<file path="config.mk">
export PLATFORM = sky130hd
export DESIGN_NAME = icache
export DESIGN_NICKNAME = d
export VERILOG_FILES = /design/src/rtl/icache.sv
export SDC_FILE = /design/constraint.sdc
export NUM_CORES = 2
export LEC_CHECK = 0
export CORE_MARGIN = 2
export CORE_UTILIZATION = 60
export CTS_CLUSTER_DIAMETER = 40
export CTS_CLUSTER_SIZE = 10
export DETAILED_ROUTE_END_ITERATION = 8
export DONT_BUFFER_PORTS = 1
export PLACE_DENSITY = 0.74
export SLEW_MARGIN = 0
export SYNTH_ARGS = -nofsm -noshare
export SYNTH_HDL_FRONTEND = slang
export SYNTH_SLANG_ARGS = --single-unit
</file>
<file path="constraint.sdc">
create_clock -name clk -period 5.25 [get_ports clk]
set_input_delay 1.05 -clock clk [delete_from_list [all_inputs] [get_ports clk]]
set_output_delay 1.05 -clock clk [all_outputs]
set_load 0.02 [all_outputs]
</file>
<file path="src/rtl/icache.sv">
// Direct-mapped, one-word-per-line instruction cache between the Fetcher and the memory controller.
// Hit latency 1 cycle; a miss holds mc_req until mc_done; rdy=0 freezes everything; rob_clear drops results.
module icache #(
    parameter int IDX_W = 6
) (
    input  logic        clk,
    input  logic        rst_i,
    input  logic        rdy_i,
    input  logic        rob_clear_i,
    input  logic        fetch_start_i,
    input  logic [31:0] fetch_pc_i,
    output logic        instr_ready_o,
    output logic [31:0] instr_o,
    output logic [31:0] instr_addr_o,
    output logic        mc_req_o,
    output logic [31:0] mc_addr_o,
    input  logic        mc_done_i,
    input  logic [31:0] mc_data_i
);

    localparam int LINES = 1 << IDX_W;
    localparam int TAG_W = 30 - IDX_W;

    typedef enum logic {
        S_IDLE,
        S_MISS
    } state_t;

    state_t             state_q, state_d;
    logic [LINES-1:0]   valid_q, valid_d;
    logic [TAG_W-1:0]   tag_q  [LINES];
    logic [31:0]        data_q [LINES];
    logic               ready_q, ready_d;
    logic [31:0]        instr_q, instr_d;
    logic [31:0]        addr_q, addr_d;
    logic               mc_req_q, mc_req_d;
    logic [31:0]        mc_addr_q, mc_addr_d;
    logic               drop_q, drop_d;
    logic [31:0]        pc_q, pc_d;

    logic [IDX_W-1:0]   req_idx;
    logic [TAG_W-1:0]   req_tag;
    logic [IDX_W-1:0]   fill_idx;
    logic [TAG_W-1:0]   fill_tag;
    logic               hit;
    logic               fill_en;
    logic               unused_pc_bits;

    assign req_idx  = fetch_pc_i[IDX_W+1:2];
    assign req_tag  = fetch_pc_i[31:IDX_W+2];
    assign fill_idx = pc_q[IDX_W+1:2];
    assign fill_tag = pc_q[31:IDX_W+2];
    assign hit      = valid_q[req_idx] && (tag_q[req_idx] == req_tag);
    assign unused_pc_bits = ^fetch_pc_i[1:0];

    always_comb begin
        state_d   = state_q;
        valid_d   = valid_q;
        ready_d   = ready_q;
        instr_d   = instr_q;
        addr_d    = addr_q;
        mc_req_d  = mc_req_q;
        mc_addr_d = mc_addr_q;
        drop_d    = drop_q;
        pc_d      = pc_q;
        fill_en   = 1'b0;
        if (rdy_i) begin
            ready_d = 1'b0;
            case (state_q)
                S_IDLE: begin
                    // ready_q guard: the Fetcher still holds start_fetch during the pulse cycle
                    if (fetch_start_i && !ready_q && !rob_clear_i) begin
                        if (hit) begin
                            ready_d = 1'b1;
                            instr_d = data_q[req_idx];
                            addr_d  = fetch_pc_i;
                        end else begin
                            state_d   = S_MISS;
                            mc_req_d  = 1'b1;
                            mc_addr_d = {fetch_pc_i[31:2], 2'b00};
                            pc_d      = fetch_pc_i;
                        end
                    end
                end
                S_MISS: begin
                    if (rob_clear_i) begin
                        drop_d = 1'b1;
                    end
                    // The fill always lands, even for a flushed request
                    if (mc_done_i) begin
                        fill_en           = 1'b1;
                        valid_d[fill_idx] = 1'b1;
                        mc_req_d          = 1'b0;
                        state_d           = S_IDLE;
                        drop_d            = 1'b0;
                        if (!drop_q && !rob_clear_i) begin
                            ready_d = 1'b1;
                            instr_d = mc_data_i;
                            addr_d  = pc_q;
                        end
                    end
                end
                default: state_d = S_IDLE;
            endcase
        end
    end

    always_ff @(posedge clk) begin
        if (rst_i) begin
            state_q   <= S_IDLE;
            valid_q   <= '0;
            ready_q   <= 1'b0;
            instr_q   <= '0;
            addr_q    <= '0;
            mc_req_q  <= 1'b0;
            mc_addr_q <= '0;
            drop_q    <= 1'b0;
            pc_q      <= '0;
        end else begin
            state_q   <= state_d;
            valid_q   <= valid_d;
            ready_q   <= ready_d;
            instr_q   <= instr_d;
            addr_q    <= addr_d;
            mc_req_q  <= mc_req_d;
            mc_addr_q <= mc_addr_d;
            drop_q    <= drop_d;
            pc_q      <= pc_d;
        end
    end

    // Tag/data storage needs no reset: valid bits gate every read
    always_ff @(posedge clk) begin
        if (!rst_i && fill_en) begin
            tag_q[fill_idx]  <= fill_tag;
            data_q[fill_idx] <= mc_data_i;
        end
    end

    assign instr_ready_o = ready_q;
    assign instr_o       = instr_q;
    assign instr_addr_o  = addr_q;
    assign mc_req_o      = mc_req_q;
    assign mc_addr_o     = mc_addr_q;

endmodule

</file>
==> metrics.log <==
INFO  metric outcome = finished, violations left
INFO  metric failed_checks = max-slew violations, negative setup slack
INFO  metric placement.io_buffers = 0
INFO  metric synth_seq_area_share = 76.4%
INFO  metric cp_endpoint_kind = flop
INFO  metric detailed_place_hpwl = 202000 um
INFO  metric combined_global_route_utilization_of_all_metal_layers = 34.8%
INFO  metric synthesis.area_per_instance = 22.0 sq um
INFO  metric post_synth_inst_count = 6595
INFO  metric cts.path.max_buffers = 4
INFO  metric nFillCells = roughly 14000
INFO  metric postSynth.asyncResetShare = 0%
INFO  metric numCtsBuffers = ~470
INFO  metric placeableCoreArea = between 200000 and 250000 sq um
INFO  metric synthDominantAreaCellType = edfxtp_1
INFO  metric syn-cell-area = 145000 sq um
INFO  metric timing.hold.worst.class = primary input to flop
INFO  metric max-cap-violations = 0
INFO  metric gp_routability_congestion = 0.845
INFO  metric pwr_density_cell = ~390 nW/um^2
INFO  metric worst-path-max-fanout = approximately 440
INFO  metric worst_case_vdd_ir_drop = 0.429 mV
INFO  metric clk-insertion-delay-late = 1030 ps
INFO  metric post_cts_hold_buffer_count = 0
INFO  metric drive_gt1_share = 27.8%
INFO  metric route.final.wire_length = between 400000 and 500000 um
INFO  metric fp.dieH = approximately 500 um
INFO  metric regToRegSetupSlack = 910 ps
INFO  metric remaining_drc_errors = 0
INFO  metric power_leakage = 50.5 nW
INFO  metric antenna_found_initial = 14
INFO  metric cts_root_buffer = clkbuf_16
INFO  metric timing.setup.tns = -46690 ps
INFO  metric element_type_at_the_critical_path_start = primary input
INFO  metric timing.slew.headroom = -73.2%
INFO  metric final.min_clock_period = slightly below 6000 ps
INFO  metric period_utilization_post_route = 113%
INFO  metric area.sequential = 111000 sq um
INFO  metric worst-endpoint-arrival = about 6800 ps
INFO  metric fin_skew = about 69 ps
INFO  metric via_count_of_the_first_global_routing_pass = 75227
INFO  metric drt_first_pass_iters = 6
INFO  metric critPathKind = primary input to flop
INFO  metric report.power.total = ~64 mW
INFO  metric postRouteAntennaNets = 0
INFO  metric setup-violations-final = roughly 100
INFO  metric floorplan.initialDensity = around 60%
INFO  metric synth-edff-count = 3584
INFO  metric hold_viol_final = 0
INFO  metric grt_start_max_net_pins = about 700
INFO  metric globalRouteOverflowTotal = 0
INFO  metric synth.distinct_cells = 66
INFO  metric report.final.slew_viol_count = between 200 and 300
INFO  metric ys.flop_type = edfxtp_1
INFO  metric cts.reportedPaths.clkPinSlew = 50 ps
INFO  metric routedWlPerCell = 40.8 um
INFO  metric synth_top_area_share = 74.1%
INFO  metric required = 6150 ps
INFO  metric timing_worst_slew_pin_value = 2600 ps
INFO  metric vias = 75484
INFO  metric synth_seq_cells = ~3700
INFO  metric rows = 180
INFO  metric cts_tree = built
INFO  metric finish.net_count = 7017
INFO  metric die_area = 246000 sq um
INFO  metric layout_setup_ws = -661 ps
INFO  metric synthToLayoutAreaGrowth = 13.3%
INFO  metric number_of_ports_placed_on_the_die_boundary = 168
INFO  metric setup_repair_after_global_routing_missed_its_margin = false
INFO  metric fmaxAchievable = 169 MHz
INFO  metric multiInputGateArea = 32300 sq um
INFO  metric drtIter0Drc = 12662
INFO  metric cts.htree.levels = 5
INFO  metric synth_top_cells_by_area = edfxtp_1 74%, mux4_2 15%, mux2i_1 2.6%, dfxtp_1 2.3%, a22oi_1 0.50%
INFO  metric die_width = just under 500 um
INFO  metric ys_warn_count = 0
INFO  metric grt_pass1_wl = around 600000 um
INFO  metric clock_sinks = around 3700
INFO  metric viasPerCell = 7.25
## where the power goes
group          internal [mW]  switching [mW]  total [mW]
Clock                   17.5            11.8        29.3
Sequential              32.7          0.0450        32.7
Combinational           1.06            1.15        2.21
## stage by stage
step | instances | area (sq um) | util, % | hold WS [ps] | worst slack, ps
2_1_floorplan | 6596 | 145000 | - | 448 | 341
3_3_place_gp | 9648 | 150000 | 62.5 | 453 | -2570
3_5_place_dp | 9648 | 150000 | 62.5 | 460 | -2450
4_1_cts | 10400 | 164000 | 68.4 | 72.6 | 192
5_1_grt | 10408 | 165000 | 68.4 | 90.2 | 133
6_report | 10415 | 165000 | 68.4 | 128 | -661
## Yosys cell counts, types with 11 or more instances
master and instances:
nand2b_1 79, mux2i_1 384, nor3_1 17, buf_6 23, mux4_2 939, nand3_1 65, o22ai_1 94, dfxtp_1 164
a22oi_1 97, a211oi_1 23, edfxtp_1 3584, nor2_1 150, a221oi_1 12, nand2_1 74, a2111oi_0 12, buf_4 76
clkbuf_1 156, o21ai_0 23, inv_1 69, a21oi_1 33, nor2b_1 90, buf_2 125, mux2_2 37, nand4_1 16
buf_1 32, and3_1 12, xnor2_1 17, and2_1 12, a31oi_1 15, xor2_1 14, mux2_4 46, a22o_1 11
## worst paths after layout
check	cells past startpoint	endpoint	startpoint
max	13	instr_addr_o[25]$_SDFFE_PP0P_	fetch_pc_i[4]
min	0	data_q[15][30]$_DFFE_PP_	mc_data_i[30]
max reg2reg	11	instr_addr_o[25]$_SDFFE_PP0P_	tag_q[61][21]$_DFFE_PP_
min reg2reg	2	valid_q[9]$_SDFFE_PP0P_	valid_q[9]$_SDFFE_PP0P_
## layout make-up
type	instances	area share (%)
multi-input combinational	2361	19.6
clock inverter	123	0.728
tap	3185	2.42
sequential	3748	67.4
inverter	73	0.171
clock buffer	624	7.67
timing repair buffer	291	1.94
antenna	10	0.0152
## worst max-delay path, cell delays in order
cell and delay, ps:
inv_2 1210, mux2i_1 210, a221o_1 430, a221oi_1 390, a311oi_2 140, xnor2_1 220, a2111oi_1 390, buf_4 170
nand4_1 80, buf_4 200, o31a_2 510, buf_12 240, mux2_4 340
## registers in the layout, summed over array words and instances (netlist names)
signal / count
data_q: 2048
drop_q: 1
instr_addr_o: 32
instr_ready_o: 1
instr_o: 32
tag_q: 1536
state_q: 1
valid_q: 64
pc_q: 32
mc_req_o: 1
## kinds of logic (layout without fill, tap and decap cells)
logic type	count (synthesis)	in the layout	synth area share [%]
flops	3748	3748	76.4
mux	1406	1406	18.0
simple gates	552	552	1.95
buf+inv	487	1111	1.70
compound gates	370	370	1.81
xor+xnor	31	31	0.187
other cells	1	12	0.00258
## metal layers
layer  part of all wire, %  up-vias  GRT usage, %
met2                    48     6417          54.4
met1                    33    39482          45.7
met3                    13     1298          8.88
met5                0.0063        -             0
met4                   6.2        6          18.2
li1                      -    28281             -
## cells in the final DEF, fill, tap and decap left out, types with 37 or more instances in the layout
cell | synthesis | final
clkbuf_16 | 0 | 479
nor2_4 | 0 | 64
mux2_2 | 37 | 37
dfxtp_1 | 164 | 139
clkbuf_1 | 156 | 133
a22oi_1 | 97 | 97
edfxtp_1 | 3584 | 3584
nand3_1 | 65 | 65
nor2_1 | 150 | 85
nand2_1 | 74 | 74
nor2b_1 | 90 | 88
mux2_4 | 46 | 46
nand2b_1 | 79 | 79
mux4_2 | 939 | 939
clkinv_2 | 0 | 42
inv_1 | 69 | 68
mux2i_1 | 384 | 384
o22ai_1 | 94 | 94
buf_4 | 76 | 222
buf_12 | 0 | 53
## what timing repair did
item	in CTS	in global routing
cloned	5	2
endpoints found under the setup margin	99	64
gates resized for setup	0	0
buffers inserted	0	0
No activity file was read; power rests on OpenSTA's default activity.
